**config.mk**
```make
export PLATFORM = sky130hd
export DESIGN_NAME = sram_bridge
export DESIGN_NICKNAME = d
export VERILOG_FILES = /design/src/rtl/sram_bridge.sv
export SDC_FILE = /design/constraint.sdc
export NUM_CORES = 1
export LEC_CHECK = 0
export BUFFER_PORTS_ARGS = -buffer_cell sky130_fd_sc_hd__buf_2
export CAP_MARGIN = 20
export CORE_MARGIN = 4
export CORE_UTILIZATION = 46
export DETAILED_ROUTE_END_ITERATION = 12
export PLACE_DENSITY = 0.85
export SKIP_CTS_REPAIR_TIMING = 1
export SLEW_MARGIN = 40
export SYNTH_ARGS = -nofsm -noshare
export SYNTH_HDL_FRONTEND = slang
export SYNTH_SLANG_ARGS = --single-unit
export TNS_END_PERCENT = 100
```
**constraint.sdc**
```tcl
create_clock -name clk -period 1.9 [get_ports clk]
set_clock_uncertainty 0.15 [all_clocks]
set_input_delay 0.19 -clock clk [delete_from_list [all_inputs] [get_ports clk]]
set_output_delay 0.19 -clock clk [all_outputs]
set_load 0.02 [all_outputs]
```
**src/rtl/sram_bridge.sv**
```systemverilog
`default_nettype none
// ============================================================================
// Module   : sram_bridge
// Purpose  : AVR external-bus to asynchronous SRAM bridge. Synchronises the
//            AVR strobes and ALE, latches the address and write data, and
//            sequences SRAM CE/WE/OE with a configurable wait-state count.
//            Optional address auto-increment after each completed access.
//            All tri-state control is explicit (data + output-enable pairs).
// Ports    : clk, reset (sync, active low)
//            avr_we_n/avr_oe_n/avr_ale (async), avr_addr, avr_din,
//            avr_dout + avr_dout_oe
//            sram_addr, sram_din, sram_dout + sram_dout_oe,
//            sram_ce_n/sram_we_n/sram_oe_n
//            busy (not IDLE), err (sticky protocol error)
// Revision : 1.0 - initial parametrised release
// ============================================================================
module sram_bridge #(
  parameter int DWIDTH      = 8,
  parameter int AWIDTH      = 17,
  parameter int WAIT_CYCLES = 2,
  parameter int AUTO_INC    = 1
) (
  input  logic              clk,
  input  logic              reset,
  input  logic              avr_we_n,
  input  logic              avr_oe_n,
  input  logic              avr_ale,
  input  logic [AWIDTH-1:0] avr_addr,
  input  logic [DWIDTH-1:0] avr_din,
  output logic [DWIDTH-1:0] avr_dout,
  output logic              avr_dout_oe,
  output logic [AWIDTH-1:0] sram_addr,
  input  logic [DWIDTH-1:0] sram_din,
  output logic [DWIDTH-1:0] sram_dout,
  output logic              sram_dout_oe,
  output logic              sram_ce_n,
  output logic              sram_we_n,
  output logic              sram_oe_n,
  output logic              busy,
  output logic              err
);

  localparam logic [3:0]        c_WAIT     = 4'(WAIT_CYCLES);
  localparam logic [AWIDTH-1:0] c_ADDR_ONE = {{(AWIDTH-1){1'b0}}, 1'b1};

  typedef enum logic [2:0] {
    S_IDLE     = 3'd0,
    S_WR_SETUP = 3'd1,
    S_WR_PULSE = 3'd2,
    S_WR_HOLD  = 3'd3,
    S_RD_SETUP = 3'd4,
    S_RD_WAIT  = 3'd5,
    S_RD_DRIVE = 3'd6
  } state_t;

  // --------------------------------------------------------------------------
  // Synchronisers, previous-value flops and arm bits
  // --------------------------------------------------------------------------
  logic       r_we_meta, r_we_sync, r_we_prev, r_we_arm;
  logic       r_oe_meta, r_oe_sync, r_oe_prev, r_oe_arm;
  logic       r_ale_meta, r_ale_sync, r_ale_prev, r_ale_arm;
  // r_prime[1] is set once the *_sync flops hold real pin samples rather than
  // their reset values; without it a strobe held low across reset would look
  // inactive for a cycle and arm itself.
  logic [1:0] r_prime;

  always_ff @(posedge clk) begin
    if (!reset) begin
      r_we_meta  <= 1'b1;
      r_we_sync  <= 1'b1;
      r_we_prev  <= 1'b1;
      r_we_arm   <= 1'b0;
      r_oe_meta  <= 1'b1;
      r_oe_sync  <= 1'b1;
      r_oe_prev  <= 1'b1;
      r_oe_arm   <= 1'b0;
      r_ale_meta <= 1'b0;
      r_ale_sync <= 1'b0;
      r_ale_prev <= 1'b0;
      r_ale_arm  <= 1'b0;
      r_prime    <= 2'b00;
    end else begin
      r_we_meta  <= avr_we_n;
      r_we_sync  <= r_we_meta;
      r_we_prev  <= r_we_sync;
      r_oe_meta  <= avr_oe_n;
      r_oe_sync  <= r_oe_meta;
      r_oe_prev  <= r_oe_sync;
      r_ale_meta <= avr_ale;
      r_ale_sync <= r_ale_meta;
      r_ale_prev <= r_ale_sync;
      r_prime    <= {r_prime[0], 1'b1};
      if (r_prime[1] && r_we_sync) begin
        r_we_arm <= 1'b1;
      end
      if (r_prime[1] && r_oe_sync) begin
        r_oe_arm <= 1'b1;
      end
      if (r_prime[1] && !r_ale_sync) begin
        r_ale_arm <= 1'b1;
      end
    end
  end

  logic w_we_fall, w_oe_fall, w_ale_rise;
  assign w_we_fall  = r_we_arm  &  r_we_prev  & ~r_we_sync;
  assign w_oe_fall  = r_oe_arm  &  r_oe_prev  & ~r_oe_sync;
  assign w_ale_rise = r_ale_arm & ~r_ale_prev &  r_ale_sync;

  logic w_inc_en;
  generate
    if (AUTO_INC != 0) begin : g_auto_inc
      assign w_inc_en = 1'b1;
    end else begin : g_no_inc
      assign w_inc_en = 1'b0;
    end
  endgenerate

  // --------------------------------------------------------------------------
  // FSM state, wait counter and datapath registers
  // --------------------------------------------------------------------------
  state_t            r_state, w_state_nxt;
  logic [3:0]        r_wcnt, w_wcnt_nxt;
  logic [DWIDTH-1:0] r_wbuf, r_rbuf;
  logic [AWIDTH-1:0] r_addr;
  logic              r_err;

  logic w_wbuf_ld, w_rbuf_ld, w_addr_ld, w_addr_inc, w_err_set;
  logic w_ce_n, w_we_n, w_oe_n, w_sdoe, w_adoe;

  always_ff @(posedge clk) begin
    if (!reset) begin
      r_state <= S_IDLE;
      r_wcnt  <= 4'd0;
      r_wbuf  <= '0;
      r_rbuf  <= '0;
      r_addr  <= '0;
      r_err   <= 1'b0;
    end else begin
      r_state <= w_state_nxt;
      r_wcnt  <= w_wcnt_nxt;
      if (w_wbuf_ld) begin
        r_wbuf <= avr_din;
      end
      if (w_rbuf_ld) begin
        r_rbuf <= sram_din;
      end
      if (w_addr_ld) begin
        r_addr <= avr_addr;
      end else if (w_addr_inc) begin
        r_addr <= r_addr + c_ADDR_ONE;
      end
      if (w_err_set) begin
        r_err <= 1'b1;
      end
    end
  end

  always_comb begin
    w_state_nxt = r_state;
    w_wcnt_nxt  = r_wcnt;
    w_wbuf_ld   = 1'b0;
    w_rbuf_ld   = 1'b0;
    w_addr_ld   = 1'b0;
    w_addr_inc  = 1'b0;
    w_err_set   = 1'b0;
    w_ce_n      = 1'b1;
    w_we_n      = 1'b1;
    w_oe_n      = 1'b1;
    w_sdoe      = 1'b0;
    w_adoe      = 1'b0;

    // Any strobe edge outside IDLE is a protocol violation; the access it
    // would have started is dropped.
    if ((r_state != S_IDLE) && (w_we_fall || w_oe_fall)) begin
      w_err_set = 1'b1;
    end

    case (r_state)
      S_IDLE: begin
        w_addr_ld = w_ale_rise;
        if (w_we_fall && w_oe_fall) begin
          w_err_set = 1'b1;
        end else if (w_we_fall) begin
          w_wbuf_ld   = 1'b1;
          w_state_nxt = S_WR_SETUP;
        end else if (w_oe_fall) begin
          w_state_nxt = S_RD_SETUP;
        end
      end
      S_WR_SETUP: begin
        w_ce_n      = 1'b0;
        w_sdoe      = 1'b1;
        w_wcnt_nxt  = c_WAIT;
        w_state_nxt = S_WR_PULSE;
      end
      S_WR_PULSE: begin
        w_ce_n = 1'b0;
        w_we_n = 1'b0;
        w_sdoe = 1'b1;
        if (r_wcnt == 4'd0) begin
          w_state_nxt = S_WR_HOLD;
        end else begin
          w_wcnt_nxt = r_wcnt - 4'd1;
        end
      end
      S_WR_HOLD: begin
        w_ce_n      = 1'b0;
        w_sdoe      = 1'b1;
        w_addr_inc  = w_inc_en;
        w_state_nxt = S_IDLE;
      end
      S_RD_SETUP: begin
        w_ce_n      = 1'b0;
        w_oe_n      = 1'b0;
        w_wcnt_nxt  = c_WAIT;
        w_state_nxt = S_RD_WAIT;
      end
      S_RD_WAIT: begin
        w_ce_n = 1'b0;
        w_oe_n = 1'b0;
        if (r_wcnt == 4'd0) begin
          w_rbuf_ld   = 1'b1;
          w_state_nxt = S_RD_DRIVE;
        end else begin
          w_wcnt_nxt = r_wcnt - 4'd1;
        end
      end
      S_RD_DRIVE: begin
        // Keep driving the AVR bus until the CPU releases its read strobe.
        w_adoe = 1'b1;
        if (r_oe_sync) begin
          w_addr_inc  = w_inc_en;
          w_state_nxt = S_IDLE;
        end
      end
      default: begin
        w_state_nxt = S_IDLE;
      end
    endcase
  end

  // Output enables decode directly from the state register, so a reset edge
  // releases every strobe and bus driver in the same cycle.
  assign sram_ce_n    = w_ce_n;
  assign sram_we_n    = w_we_n;
  assign sram_oe_n    = w_oe_n;
  assign sram_dout_oe = w_sdoe;
  assign avr_dout_oe  = w_adoe;
  assign sram_dout    = r_wbuf;
  assign avr_dout     = r_rbuf;
  assign sram_addr    = r_addr;
  assign busy         = (r_state != S_IDLE);
  assign err          = r_err;

endmodule
`default_nettype wire

```
==> results of run 1 <==
## tightest hold or removal path: stages
cell	delay, ns
buf_2	0.09
mux2i_1	0.06
nor2_1	0.09
## registers in the layout, indices dropped and copies added (netlist names), 2 cells and up
signal and flops:
avr_dout 8, r_state 3, r_prime 2, r_wcnt 4
sram_addr 17, sram_dout 8
## cells by family after synthesis
logic type               Yosys count  synth area share
AO/OA/AOI/OAI                     76             0.206
XOR/XNOR                           9            0.0312
adder cells (fa/ha/maj)            5            0.0238
buffers and inverters             25            0.0436
flip-flops                        55             0.436
multiplexers                      19            0.0753
AND/OR/NAND/NOR                   81             0.184
## worst max-delay path by stage
stage,end,slack [ns],depth (start not counted)
final,sram_addr[16],0.04,4
after global routing,sram_addr[16],-0.0001,4
after CTS,r_state[0],-0.08,7
after detailed placement,avr_dout[3],-0.03,6
after global placement,avr_dout[4],0.04,6
after floorplan,sram_addr[16],0.009,4
## layer usage
layer	vias to the layer above	GRT usage	part of all wire
met5	-	0	0
met2	59	0.319	0.52
met4	0	0.0764	0.028
li1	1207	-	-
met3	15	0.0373	0.035
met1	1142	0.219	0.42
## power groups by stage
stage          sequential, mW  combinational [mW]  clock, mW
3_3_place_gp             1.39                1.38          0
3_5_place_dp             1.40                1.41          0
6_report                 1.39                1.58      0.712
5_1_grt                  1.41                1.69      0.771
4_1_cts                  1.37                1.45      0.716
2_1_floorplan            1.40               0.911          0
## Yosys cell counts, types with 2 or more instances
| cell type | count |
|---|---|
| a211oi_1 | 5 |
| a21oi_1 | 19 |
| a31oi_1 | 8 |
| and2_1 | 4 |
| and3b_1 | 2 |
| buf_2 | 4 |
| clkbuf_1 | 8 |
| dfxtp_1 | 55 |
| ha_1 | 4 |
| inv_1 | 10 |
| mux2i_1 | 19 |
| nand2_1 | 11 |
| nand2b_1 | 9 |
| nand3_1 | 3 |
| nand3b_1 | 3 |
| nor2_1 | 26 |
| o2111ai_1 | 2 |
| o2111ai_4 | 2 |
| o211ai_1 | 3 |
| o21a_1 | 2 |
| o21ai_0 | 24 |
| o21bai_1 | 2 |
| o31ai_1 | 2 |
| or3_1 | 7 |
| or3b_1 | 2 |
| or4_1 | 2 |
| xnor2_1 | 2 |
| xor2_1 | 7 |
## cell type report
type | instances | area (um^2)
tap | 70 | 87.6
timing repair buffer | 123 | 791
clock buffer | 5 | 68.8
multi-input combinational | 190 | 1340
sequential | 55 | 1110
inverter | 11 | 41.3
fill | 401 | 1740
clock inverter | 3 | 28.8
==> metrics.cfg, run 1 <==
[status]
run_status = finished, violations left
violations = hold timing

[global_routing]
grt.overflow.total = 0
grt_pass1_wl_um = 9570
grt_antenna_before_repair = 0
track_usage = 0.184
grt_max_degree = 35
grt_pass1_vias = 2193

[floorplanning]
design.core.area_um2 = 5200
start_util = 0.485
dieHeight_um = 82.1
num_rows = 26
chipWidth_um = 82.1
io_pins = 78
dieArea_um2 = 6740

[yosys]
ys_ff_latch = 55
synth.largest_area_cell = dfxtp_1
avgSynthCellArea_um2 = 9.35
synth_area_leaders = dfxtp_1 44%, mux2i_1 7.5%, o21ai_0 4.8%
synth_flop_cell = dfxtp_1
synthCells = 270
synth_nets = 312
async_reset_ff_frac = 0
synth_edf_count = 0
ys_warn_count = 0
synth_area_um2 = 2520
ys_types = 51
ys_seq_area_frac = 0.436
synth_top_area_share = 0.436

[timing]
fin_crit_ns = 1.86
worst_pin_slew_ns = 0.399
slew_headroom = 0.732
maxSlewViolCount = 0
finalCritPeriodShare = 0.980
setup_ws_ns = 0.0381
finalSetupViolCount = 0
final_hold_viol_count = 1
timing.hold.ws_ns = -0.00107
final.setup.tns_ns = 0
clock.fmax_mhz = 537

[setup_path]
startpoint = sram_addr[8]
critPathMaxFanout = 4
cp-start-kind = flop
slowest_stage = or4_1
arrival_ns = 1.96
worstRegToRegCells = 4
regToRegEndpoint = sram_addr[16]
crit_family = simple AND/OR/NAND/NOR gates
reg2reg_slack_ns = 0.04
reg2reg_from = sram_addr[8]
required_ns = 1.99
path_class = flop to flop
cp_slowest_stage_delay_ns = 0.50
path_buf_inv = 0
cp-end-kind = flop
crit_chain = nand4_1, or3_1, or4_1, a31oi_1

[clock_network]
clk_pin_slew_worst_paths_ns = 0.11
root_buffer = clkbuf_8
cts_tree = done
clk_path_buf_depth = 2
cts_made_buffers = 5
worstSkewPairLatency_ns = 0.32
htree_levels = 2
clock_sinks = 55

[detailed_routing]
ant_nets = 0
drt_iter0_drc = 155
drt_wl_total_um = 6780
vias = 2423
routed_via_density = 5.30
wire_per_inst_um = 14.8
firstDrtPassIters = 4
drc = 0

[placement]
dp_hpwl_um = 4390
place_congestion = 0.835
placed_area_um2 = 3130
io_buffers = 77
placed_cells = 428
post-place-ws_ns = -0.0348

[finish]
finalNonFillerCells = 457
drive_gt1_frac = 0.349
fin_nets = 428
finalInstanceArea_um2 = 3470
area_delta_synth_final_pct = 37.4
layout_common_cells = 77 x buf_2, 51 x dfxtp_1, 26 x nor2_1, 26 x buf_4, 24 x o21ai_0
final_core_util = 0.667
diodes = 0
layout_commonest_cell = buf_2

[power_and_ir_drop]
power_frac_seq = 0.378
p_leak_nw = 1.53
p_switching_mw = 1.38
swShare = 0.375
clkPwrFrac = 0.193
ir_worst_vdd_uv = 628
p_comb_frac = 0.428
cellPowerDensity_nw_per_um2 = 1060
p_int_mw = 2.30
fin_total_pwr_mw = 3.68

[hold_path]
hold_depth = 3
hold_path.class = input pin to flop
whs_endpoint = avr_dout[3]
worstHoldStart = sram_din[3]

[job]
drv_cap = 0

(Power assumes the default switching activity.)
==> run 2: changes to the inputs <==
--- a/config.mk
+++ b/config.mk
@@ -8,9 +8,9 @@
 export BUFFER_PORTS_ARGS = -buffer_cell sky130_fd_sc_hd__buf_2
 export CAP_MARGIN = 20
 export CORE_MARGIN = 4
-export CORE_UTILIZATION = 46
+export CORE_UTILIZATION = 45
 export DETAILED_ROUTE_END_ITERATION = 12
-export PLACE_DENSITY = 0.85
+export PLACE_DENSITY = 0.83
 export SKIP_CTS_REPAIR_TIMING = 1
 export SLEW_MARGIN = 40
 export SYNTH_ARGS = -nofsm -noshare
==> run 2 against run 1 <==
  * The flow still finishes with violations (hold timing)
  * Via count shrank 0.58%
  * Total power rose by 3.3%
  * Cell area increased by 1.3%
  * Flip-flop and latch count unchanged
  * Core utilization shrank 2.4 points
  * Sequential power about the same
  * Clock power fell by 3.5%
  * Global-route usage shrank 1.7 points
  * Final cell count grew 0.88%
  * Count of clock-buffer cells in the layout unchanged
  * Worst setup slack better by 0.0010 ns
  * Critical path type unchanged
  * Largest cell class unchanged
==> metrics.cfg, run 2 (synthesized netlist as in run 1, its figures left out) <==
[power_and_ir_drop]
p_int_mw = 2.44
p_leak_nw = 1.55
clkPwrFrac = 0.181
p_switching_mw = 1.36
power_frac_seq = 0.363
swShare = 0.358
cellPowerDensity_nw_per_um2 = 1080
ir_worst_vdd_uv = 777
p_comb_frac = 0.457

[placement]
place_congestion = 0.807
placed_cells = 431
dp_hpwl_um = 4300
post-place-ws_ns = -0.0143
placed_area_um2 = 3140
io_buffers = 77

[floorplanning]
io_pins = 78
num_rows = 27
start_util = 0.461
dieHeight_um = 82.9
design.core.area_um2 = 5470
dieArea_um2 = 6870
chipWidth_um = 82.9

[hold_path]
hold_path.class = input pin to flop
hold_depth = 3

[timing]
clock.fmax_mhz = 537
final.setup.tns_ns = 0
final_hold_viol_count = 4
setup_ws_ns = 0.0391
timing.hold.ws_ns = -0.0334
fin_crit_ns = 1.86
maxSlewViolCount = 0
worst_pin_slew_ns = 0.411
finalSetupViolCount = 0
slew_headroom = 0.724
rsz0062_at_grt = yes
finalCritPeriodShare = 0.979

[detailed_routing]
ant_nets = 0
routed_via_density = 5.23
drt_wl_total_um = 6210
vias = 2409
drc = 0
firstDrtPassIters = 5
wire_per_inst_um = 13.5
drt_iter0_drc = 128

[finish]
diodes = 0
drive_gt1_frac = 0.362
fin_nets = 430
area_delta_synth_final_pct = 39.2
layout_common_cells = 76 x buf_2, 50 x dfxtp_1, 29 x buf_4
finalNonFillerCells = 461
largest_reg_flops = 17
finalInstanceArea_um2 = 3510
layout_commonest_cell = buf_2

[global_routing]
grt_antenna_before_repair = 0
grt_pass1_vias = 2221
grt_max_degree = 35
grt_pass1_wl_um = 9800
grt.overflow.total = 0
track_usage = 0.166

[clock_network]
worstSkewPairLatency_ns = 0.31
cts_made_buffers = 5
htree_levels = 2
clk_pin_slew_worst_paths_ns = 0.11
clk_path_buf_depth = 2
clock_sinks = 55
root_buffer = clkbuf_8
cts_tree = done

[setup_path]
worstRegToRegCells = 5
required_ns = 2.00
arrival_ns = 1.96
path_class = flop to flop
cp-end-kind = flop
critPathMaxFanout = 6
cp-start-kind = flop

[status]
run_status = finished, violations left
violations = hold timing

[job]
drv_cap = 0

-- run 2: cell types whose count changed in the layout (fill, tap and decap cells not counted), moves of 2 or more --
cell           delta
buf_6             +3
dlygate4sd3_1     -5
inv_6             -2
clkinv_4          +2
buf_4             +3
-- run 2: worst max-delay path, cell delays in order, from the launching register on --
cell and delay [ns]:
dfxtp_4 0.38, buf_12 0.13, or3b_4 0.38, nand2b_4 0.18, a2111oi_4 0.36, mux2i_1 0.21
-- run 2: layout make-up --
class / count / area, um^2
Inverter: 11 / 41.3
Multi-Input combinational cell: 190 / 1340
Tap cell: 72 / 90.1
Fill cell: 461 / 1960
Clock inverter: 3 / 28.8
Sequential cell: 55 / 1110
Timing Repair Buffer: 125 / 837
Clock buffer: 5 / 68.8
-- run 2: path summary, 6_finish.rpt --
check	startpoint	slack [ns]	end
hold reg to reg	r_oe_meta	0.27	r_oe_sync
setup / recovery	r_state[2]	0.04	r_wcnt[3]
hold / removal	sram_din[2]	-0.03	avr_dout[2]
setup reg to reg	r_state[2]	0.04	r_wcnt[3]
-- run 2: power groups by stage --
stage          logic (mW)  clock network [mW]  registers [mW]
2_1_floorplan       0.911                   0            1.40
3_3_place_gp         1.42                   0            1.37
3_5_place_dp         1.45                   0            1.38
4_1_cts              1.46               0.703            1.35
5_1_grt              1.90               0.749            1.40
6_report             1.74               0.687            1.38
-- run 2: metrics by stage --
stage / utilization / total power [mW] / hold WS (ns)
2_1_floorplan: - / 2.31 / 0.0677
3_3_place_gp: 0.574 / 2.79 / 0.222
3_5_place_dp: 0.574 / 2.83 / 0.223
4_1_cts: 0.591 / 3.52 / -0.110
5_1_grt: 0.642 / 4.05 / 0.0206
6_report: 0.642 / 3.80 / -0.0334
-- run 2: per-layer routing --
| layer | track usage | wire length [um] | vias up |
|---|---|---|---|
| li1 | - | - | 1201 |
| met1 | 0.198 | 2640 | 1116 |
| met2 | 0.303 | 3150 | 74 |
| met3 | 0.0278 | 270 | 18 |
| met4 | 0.0520 | 144 | 0 |
| met5 | 0 | 0 | - |
